===== config.mk =====
export PLATFORM = sky130hd
export DESIGN_NAME = ped_request_ctrl_flat
export DESIGN_NICKNAME = d
export VERILOG_FILES = /design/src/rtl/ped_request_ctrl_if.sv /design/src/rtl/ped_request_ctrl.sv /design/src/flat_wrapper.sv
export SDC_FILE = /design/constraint.sdc
export NUM_CORES = 1
export LEC_CHECK = 0
export ABC_CLOCK_PERIOD_IN_PS = 5100
export BUFFER_PORTS_ARGS = -buffer_cell sky130_fd_sc_hd__buf_2
export CORE_MARGIN = 3
export CORE_UTILIZATION = 55
export CTS_CLUSTER_SIZE = 24
export DETAILED_ROUTE_END_ITERATION = 10
export HOLD_SLACK_MARGIN = 0.03
export PLACE_DENSITY = 0.7
export REMOVE_ABC_BUFFERS = 1
export SYNTH_ARGS = -nofsm -noshare
export SYNTH_HDL_FRONTEND = slang
export SYNTH_SLANG_ARGS = --single-unit

===== constraint.sdc =====
create_clock -name clk_100MHz -period 5.1 [get_ports clk_100MHz]
set_input_delay 0.51 -clock clk_100MHz [delete_from_list [all_inputs] [get_ports clk_100MHz]]
set_output_delay 0.51 -clock clk_100MHz [all_outputs]
set_load 0.02 [all_outputs]

===== src/rtl/ped_request_ctrl_if.sv =====
// Handshake bundle between the pedestrian request front end and the traffic state machine.
// Purely combinational wiring: no latency, no backpressure beyond the grant level.
interface ped_request_ctrl_if;
  logic btn_in;
  logic tick_1Hz;
  logic grant;
  logic ped_req;
  logic wait_led;
  logic lockout;

  modport master (
    output btn_in, tick_1Hz, grant,
    input  ped_req, wait_led, lockout
  );

  modport slave (
    input  btn_in, tick_1Hz, grant,
    output ped_req, wait_led, lockout
  );
endinterface


===== src/rtl/ped_request_ctrl.sv =====
// Pedestrian request front end: debounced button -> held request -> grant -> tick-counted lockout.
// Press-to-ped_req latency 2+DEBOUNCE_CYCLES cycles; request holds until grant. PED_REQ_MEMORY_EN keeps lockout presses.
module ped_request_ctrl #(
  parameter int DEBOUNCE_CYCLES = 1_000_000,
  parameter int DB_W            = 20,
  parameter int LOCKOUT_SECS    = 10,
  parameter int LK_W            = 4
) (
  input  logic              clk_100MHz,
  input  logic              reset,
  ped_request_ctrl_if.slave pif
);

  localparam logic [1:0] S_IDLE    = 2'd0;
  localparam logic [1:0] S_PENDING = 2'd1;
  localparam logic [1:0] S_SERVING = 2'd2;
  localparam logic [1:0] S_LOCKOUT = 2'd3;

  localparam logic [DB_W-1:0] DB_LAST = (DEBOUNCE_CYCLES > 0) ? DB_W'(DEBOUNCE_CYCLES - 1) : '0;
  localparam logic [LK_W-1:0] LK_LAST = (LOCKOUT_SECS > 0) ? LK_W'(LOCKOUT_SECS - 1) : '0;

  logic [1:0]      sync_q;
  logic            stable;
  logic [DB_W-1:0] db_cnt;
  logic            press;

  logic [1:0]      state;
  logic [LK_W-1:0] lk_cnt;
  logic            lk_done;
  logic            ped_req_q;
  logic            wait_led_q;
  logic            lockout_q;
`ifdef PED_REQ_MEMORY_EN
  logic            memo;
`endif

  // Counter only runs while the synchronized level disagrees with the accepted level.
  always_ff @(posedge clk_100MHz) begin
    if (reset) begin
      sync_q <= '0;
      stable <= 1'b0;
      db_cnt <= '0;
    end else begin
      sync_q <= {sync_q[0], pif.btn_in};
      if (sync_q[1] == stable) begin
        db_cnt <= '0;
      end else if (db_cnt >= DB_LAST) begin
        stable <= sync_q[1];
        db_cnt <= '0;
      end else begin
        db_cnt <= db_cnt + 1'b1;
      end
    end
  end

  assign press   = sync_q[1] && !stable && (db_cnt >= DB_LAST);
  assign lk_done = (LOCKOUT_SECS == 0) || (pif.tick_1Hz && (lk_cnt >= LK_LAST));

  always_ff @(posedge clk_100MHz) begin
    if (reset) begin
      state      <= S_IDLE;
      lk_cnt     <= '0;
      ped_req_q  <= 1'b0;
      wait_led_q <= 1'b0;
      lockout_q  <= 1'b0;
`ifdef PED_REQ_MEMORY_EN
      memo       <= 1'b0;
`endif
    end else begin
      case (state)
        S_IDLE: begin
          if (press) begin
            state      <= S_PENDING;
            ped_req_q  <= 1'b1;
            wait_led_q <= 1'b1;
          end
        end
        S_PENDING: begin
          // Grant takes priority over a coincident blink tick.
          if (pif.grant) begin
            state      <= S_SERVING;
            ped_req_q  <= 1'b0;
            wait_led_q <= 1'b0;
          end else if (pif.tick_1Hz) begin
            wait_led_q <= !wait_led_q;
          end
        end
        S_SERVING: begin
          if (!pif.grant) begin
            state     <= S_LOCKOUT;
            lk_cnt    <= '0;
            lockout_q <= 1'b1;
          end
        end
        S_LOCKOUT: begin
          if (lk_done) begin
            lockout_q <= 1'b0;
            lk_cnt    <= '0;
`ifdef PED_REQ_MEMORY_EN
            if (memo || press) begin
              state      <= S_PENDING;
              ped_req_q  <= 1'b1;
              wait_led_q <= 1'b1;
              memo       <= 1'b0;
            end else begin
              state      <= S_IDLE;
              wait_led_q <= 1'b0;
            end
`else
            state <= S_IDLE;
`endif
          end else begin
            if (pif.tick_1Hz && (lk_cnt < LK_LAST)) begin
              lk_cnt <= lk_cnt + 1'b1;
            end
`ifdef PED_REQ_MEMORY_EN
            if (press) begin
              memo       <= 1'b1;
              wait_led_q <= 1'b1;
            end
`endif
          end
        end
        default: state <= S_IDLE;
      endcase
    end
  end

  assign pif.ped_req  = ped_req_q;
  assign pif.wait_led = wait_led_q;
  assign pif.lockout  = lockout_q;

endmodule


===== src/flat_wrapper.sv =====
// flat-port wrapper written by rule: the top's interface ports become plain ports
module ped_request_ctrl_flat 
#(
  parameter int DEBOUNCE_CYCLES = 1_000_000,
  parameter int DB_W            = 20,
  parameter int LOCKOUT_SECS    = 10,
  parameter int LK_W            = 4
)
  (clk_100MHz, reset, pif_btn_in, pif_tick_1Hz, pif_grant, pif_ped_req, pif_wait_led, pif_lockout);
  ped_request_ctrl_if pif_i ();
  input  logic clk_100MHz;
  input  logic reset;
  input wire logic [$bits(pif_i.btn_in)-1:0] pif_btn_in;
  input wire logic [$bits(pif_i.tick_1Hz)-1:0] pif_tick_1Hz;
  input wire logic [$bits(pif_i.grant)-1:0] pif_grant;
  output wire logic [$bits(pif_i.ped_req)-1:0] pif_ped_req;
  output wire logic [$bits(pif_i.wait_led)-1:0] pif_wait_led;
  output wire logic [$bits(pif_i.lockout)-1:0] pif_lockout;
  assign pif_i.btn_in = pif_btn_in;
  assign pif_i.tick_1Hz = pif_tick_1Hz;
  assign pif_i.grant = pif_grant;
  assign pif_ped_req = pif_i.ped_req;
  assign pif_wait_led = pif_i.wait_led;
  assign pif_lockout = pif_i.lockout;
  ped_request_ctrl #(.DEBOUNCE_CYCLES(DEBOUNCE_CYCLES), .DB_W(DB_W), .LOCKOUT_SECS(LOCKOUT_SECS), .LK_W(LK_W)) u_core (.clk_100MHz(clk_100MHz), .reset(reset), .pif(pif_i));
endmodule

Yosys cells after proc, flatten, opt, wreduce, memory -nomap -nowiden

Index checks and enable logic that the tools add are counted.

Register bits: 32
Output and inout bits: 3
Word-level logic and storage cells: 58

Add/subtract/negate cells: 2
$lt $le $gt $ge: 3
Eq/ne operators: 10
Multiplexer cells: 18
Bitwise gates (word level): 1
Reductions and logical operators: 16

Operators with widths:

| cell                                                                     | count |
|---|---|
| 20-bit by 1-bit adder with 20-bit output (second input constant)         | 1 |
| 20-bit >= comparator (second input constant)                             | 1 |
| 4-bit 2-to-1 mux                                                         | 3 |
| 3-bit AND reduction                                                      | 4 |
| 2-bit 2-to-1 mux                                                         | 4 |
| 2-bit one-hot mux with 4 select lines                                    | 1 |
| 4-bit one-hot mux with 2 select lines                                    | 1 |
| 1-bit 2-to-1 mux                                                         | 6 |
| 1-bit one-hot mux with 2 select lines                                    | 3 |
| 4-bit by 1-bit adder with 4-bit output (second input constant)           | 1 |
| 2-bit equality test (second input constant)                              | 2 |
| 4-bit >= comparator (second input constant)                              | 1 |
| 1-bit logical AND                                                        | 4 |
| 4-bit less-than comparator (second input constant)                       | 1 |
| 2-bit by 1-bit inequality test with 1-bit output (second input constant) | 2 |
| 2-bit inequality test (second input constant)                            | 2 |
| 4-bit AND reduction                                                      | 1 |
| 2-bit nonzero test                                                       | 2 |
| 3-bit by 1-bit inequality test with 1-bit output (second input constant) | 1 |
| 3-bit inequality test (second input constant)                            | 1 |
| 3-bit OR reduction                                                       | 1 |
| 2-bit by 1-bit equality test with 1-bit output (second input constant)   | 1 |
| 1-bit logical NOT                                                        | 2 |
| 2-bit logical NOT                                                        | 1 |
| other kinds (3)                                                          | 3 |

Depth between registers and ports, before layout

Depth after elaboration: 5
Depth in mapped cells: 7
Gate-level depth less buffers: 7

Worst setup path after synthesis

Ideal clock, no wire load.

Kind: reg2reg
From: reg u_core.db_cnt[0]
To: reg u_core.stable
Setup time: 0.071 ns
Arrival: 1.569 ns
Slack: 3.461 ns
Cell stages (with the launch flop): 7
Period minus slack after synthesis: 1.639 ns
Path through: dfxtp_1 -> ha_1 -> nand3_1 -> o211ai_1 -> a21oi_1 -> or4b_1 -> a21oi_1

Cells in the longest elaborated chain, start to end: 2

RTL lines:

| element                       | RTL line               | text |
|---|---|---|
| start: declaration            | ped_request_ctrl.sv:24 | `logic [DB_W-1:0] db_cnt;` |
| start signal: assignment      | ped_request_ctrl.sv:51 | `db_cnt <= db_cnt + 1'b1;` |
| 20-bit >= comparator          | ped_request_ctrl.sv:47 | `end else if (db_cnt >= DB_LAST) begin` |
| 2-bit AND reduction (no line) | n/a                    |  |
| end signal: assignment        | ped_request_ctrl.sv:48 | `stable <= sync_q[1];` |
| end: declaration              | ped_request_ctrl.sv:23 | `logic stable;` |

No other way between the ends.
A chain may end at the register's enable or synchronous reset.

Worst setup path in the final report

Ends and elaborated chain as after synthesis.

==> metrics.txt <==
Die W=59.4 um; post-CTS setup repair buffer count=0; clock share of power=0.299; fmax=529 MHz; final design utilization=0.652; global-route usage over all layers=0.208; Worst VDD drop=0.000238 V; Area Overhead vs Synth=7.75%; clk buf depth=2; Avg Cell Area, Syn=8.38 um2; Detail Placement HPWL=2190 um; initial antenna violation count=0; share of layout cells above drive strength 1=0.0754; Fillers=220; GP Congestion=0.762; Pwr Density=295 mW/mm2; Setup crit end kind=flip-flop; Primary FF master, synth=dfxtp_1; status=complete, no violations; WP data required=5360 ps; unrepaired setup endpoints after global routing=false; Post-CTS Resized=0; Tcrit/Tclk final=0.370; total grt overflow=0; DIE HEIGHT=59.4 um; antenna-violating nets left=0; CP startpoint kind=flip-flop; Synth area leaders=dfxtp_1, nor2_1, xnor2_1; max-slew violation count=0; CP max FO=4; drt pass-1 iters=4; drt wl/cell=12.8 um; n_diodes=0; final wirelength=2940 um; sequential-to-total area share from yosys stat=0.409; I/O Pins=8; Int Power=0.361 mW; Starting Density=0.605; Port Buffers=7; via/cell ratio=5.48; routed via count=1255; CTS Hold Buffers Added=0; Root Buffer Master=clkbuf_4; final setup fails=0; global-route wire length before repair=5440 um; clock sink count=32; Worst Max-Slew Pin Slew=580 ps; largest net degree at the start of global routing=21; ys async rst share=0; sw power=0.137 mW; yosys warns=0; Comb pwr share=0.164; Hold Vio Cnt, Final=0; CTS tree=built; Die Area=0.00352 mm2; Data arrival, critical path=2150 ps; Flop pwr share=0.538; Clock transition at path regs=100 ps; CTS buffer count=5; Max Cap Viol=0; Sw Share=0.275; vias in the first global route=1245; # rows=18; fin area=0.00169 mm2; slew margin rel.=0.611; DP Area=0.00163 mm2; CP Class=reg2reg; Distinct cells, synth=34; Syn Inst Count=187; top cell type's share of synthesized area=0.409; Final Hold Slack=389 ps; cell taking the most area after synthesis=dfxtp_1; Post-synth EDFFs=0; DRC=0; P_leak=0.587 nW; crit path time final=1890 ps; final setup TNS=0 ps; post-synthesis register bit count=32; Fin Clk Skew=6.73 ps; H-tree lvl count=2; CORE AREA=0.00259 mm2; Post-Syn Area=0.00157 mm2; final net count=212; Tightest Hold Check Type=in2reg; drt initial violations=41; Clock Latency Late Sink=320 ps
## worst paths after layout
path,from,to,slack [ps],cells after the start
max,u_core.db_cnt[0]$_SDFF_PP0_,u_core.stable$_SDFFE_PP0P_,3210,6
min,pif_btn_in,u_core.sync_q[0]$_SDFF_PP0_,390,2
max reg2reg,u_core.db_cnt[0]$_SDFF_PP0_,u_core.stable$_SDFFE_PP0P_,3210,6
min reg2reg,u_core.sync_q[0]$_SDFF_PP0_,u_core.sync_q[1]$_SDFF_PP0_,460,1
## state kept, by name, indices dropped and copies added, names as in the netlist
signal,flops
u_core.db_cnt,20
u_core.lk_cnt,4
u_core.pif.lockout,1
u_core.pif.ped_req,1
u_core.pif.wait_led,1
u_core.stable,1
u_core.state,2
u_core.sync_q,2
## stage by stage
step | cells | worst slack, ps | power [mW]
finish | 229 | 3210 | 0.498
global route | 229 | 3010 | 0.529
CTS | 229 | 3190 | 0.502
detailed placement | 221 | 3210 | 0.354
global placement | 221 | 3270 | 0.350
floorplan | 183 | 2760 | 0.331
## placed cells by master, fill, tap and decap left out, types with 7 or more instances in the layout
| master | n |
|---|---|
| dfxtp_1 | 32 |
| nor2_1 | 34 |
| nand2_1 | 14 |
| xnor2_1 | 13 |
| nand4_1 | 7 |
| ha_1 | 9 |
| buf_2 | 7 |
| xor2_1 | 7 |
| inv_1 | 15 |
| nor3_1 | 7 |
## cell usage after synthesis, types with 2 or more instances
cell / number
nor2_1: 34
inv_1: 15
a211oi_1: 3
clkbuf_1: 2
nor3_1: 7
xnor2_1: 13
xor2_1: 7
nand3_1: 6
nor2b_1: 3
o21ai_0: 6
o211ai_1: 2
buf_2: 2
a21oi_1: 5
and4_1: 3
nand2_1: 14
nand4_1: 7
ha_1: 9
nand2b_1: 2
dfxtp_1: 32
## critical path, stage by stage (launching register included)
cell	delay (ps)
dfxtp_1	370
ha_1	210
nand3_1	100
o211ai_1	340
a21oi_1	160
or4b_1	520
a21oi_1	130
## power by group through the flow
stage	sequential, mW	combinational [mW]	clock [mW]
finish	0.267	0.0814	0.149
global route	0.269	0.0921	0.168
CTS	0.268	0.0810	0.153
detailed placement	0.273	0.0802	0
global placement	0.273	0.0774	0
floorplan	0.278	0.0523	0
## cell type report
cell class,count,area (um2),area share
well taps,30,37.5,0.0222
repair buffers,8,42.5,0.0252
inverters,15,56.3,0.0334
clock buffers,8,58.8,0.0348
flip-flops and latches,32,641,0.380
multi-input cells,136,852,0.505
## cell families after synthesis
| logic type | Yosys count | synth area share |
|---|---|---|
| muxes | 1 | 0.00639 |
| adders and majority gates | 9 | 0.0719 |
| buffers and inverters | 19 | 0.0471 |
| xor gates and xnor gates | 20 | 0.112 |
| and+or+nand+nor | 82 | 0.254 |
| AOI/OAI and AO/OA | 24 | 0.0998 |
| DFF | 32 | 0.409 |
## per-layer routing
layer,up-vias,part of all wire,track usage
li1,656,-,-
met1,580,0.48,0.259
met2,17,0.47,0.317
met3,2,0.043,0.0893
met4,0,0.0058,0.0744
met5,-,0,0
(Power assumes the default switching activity.)
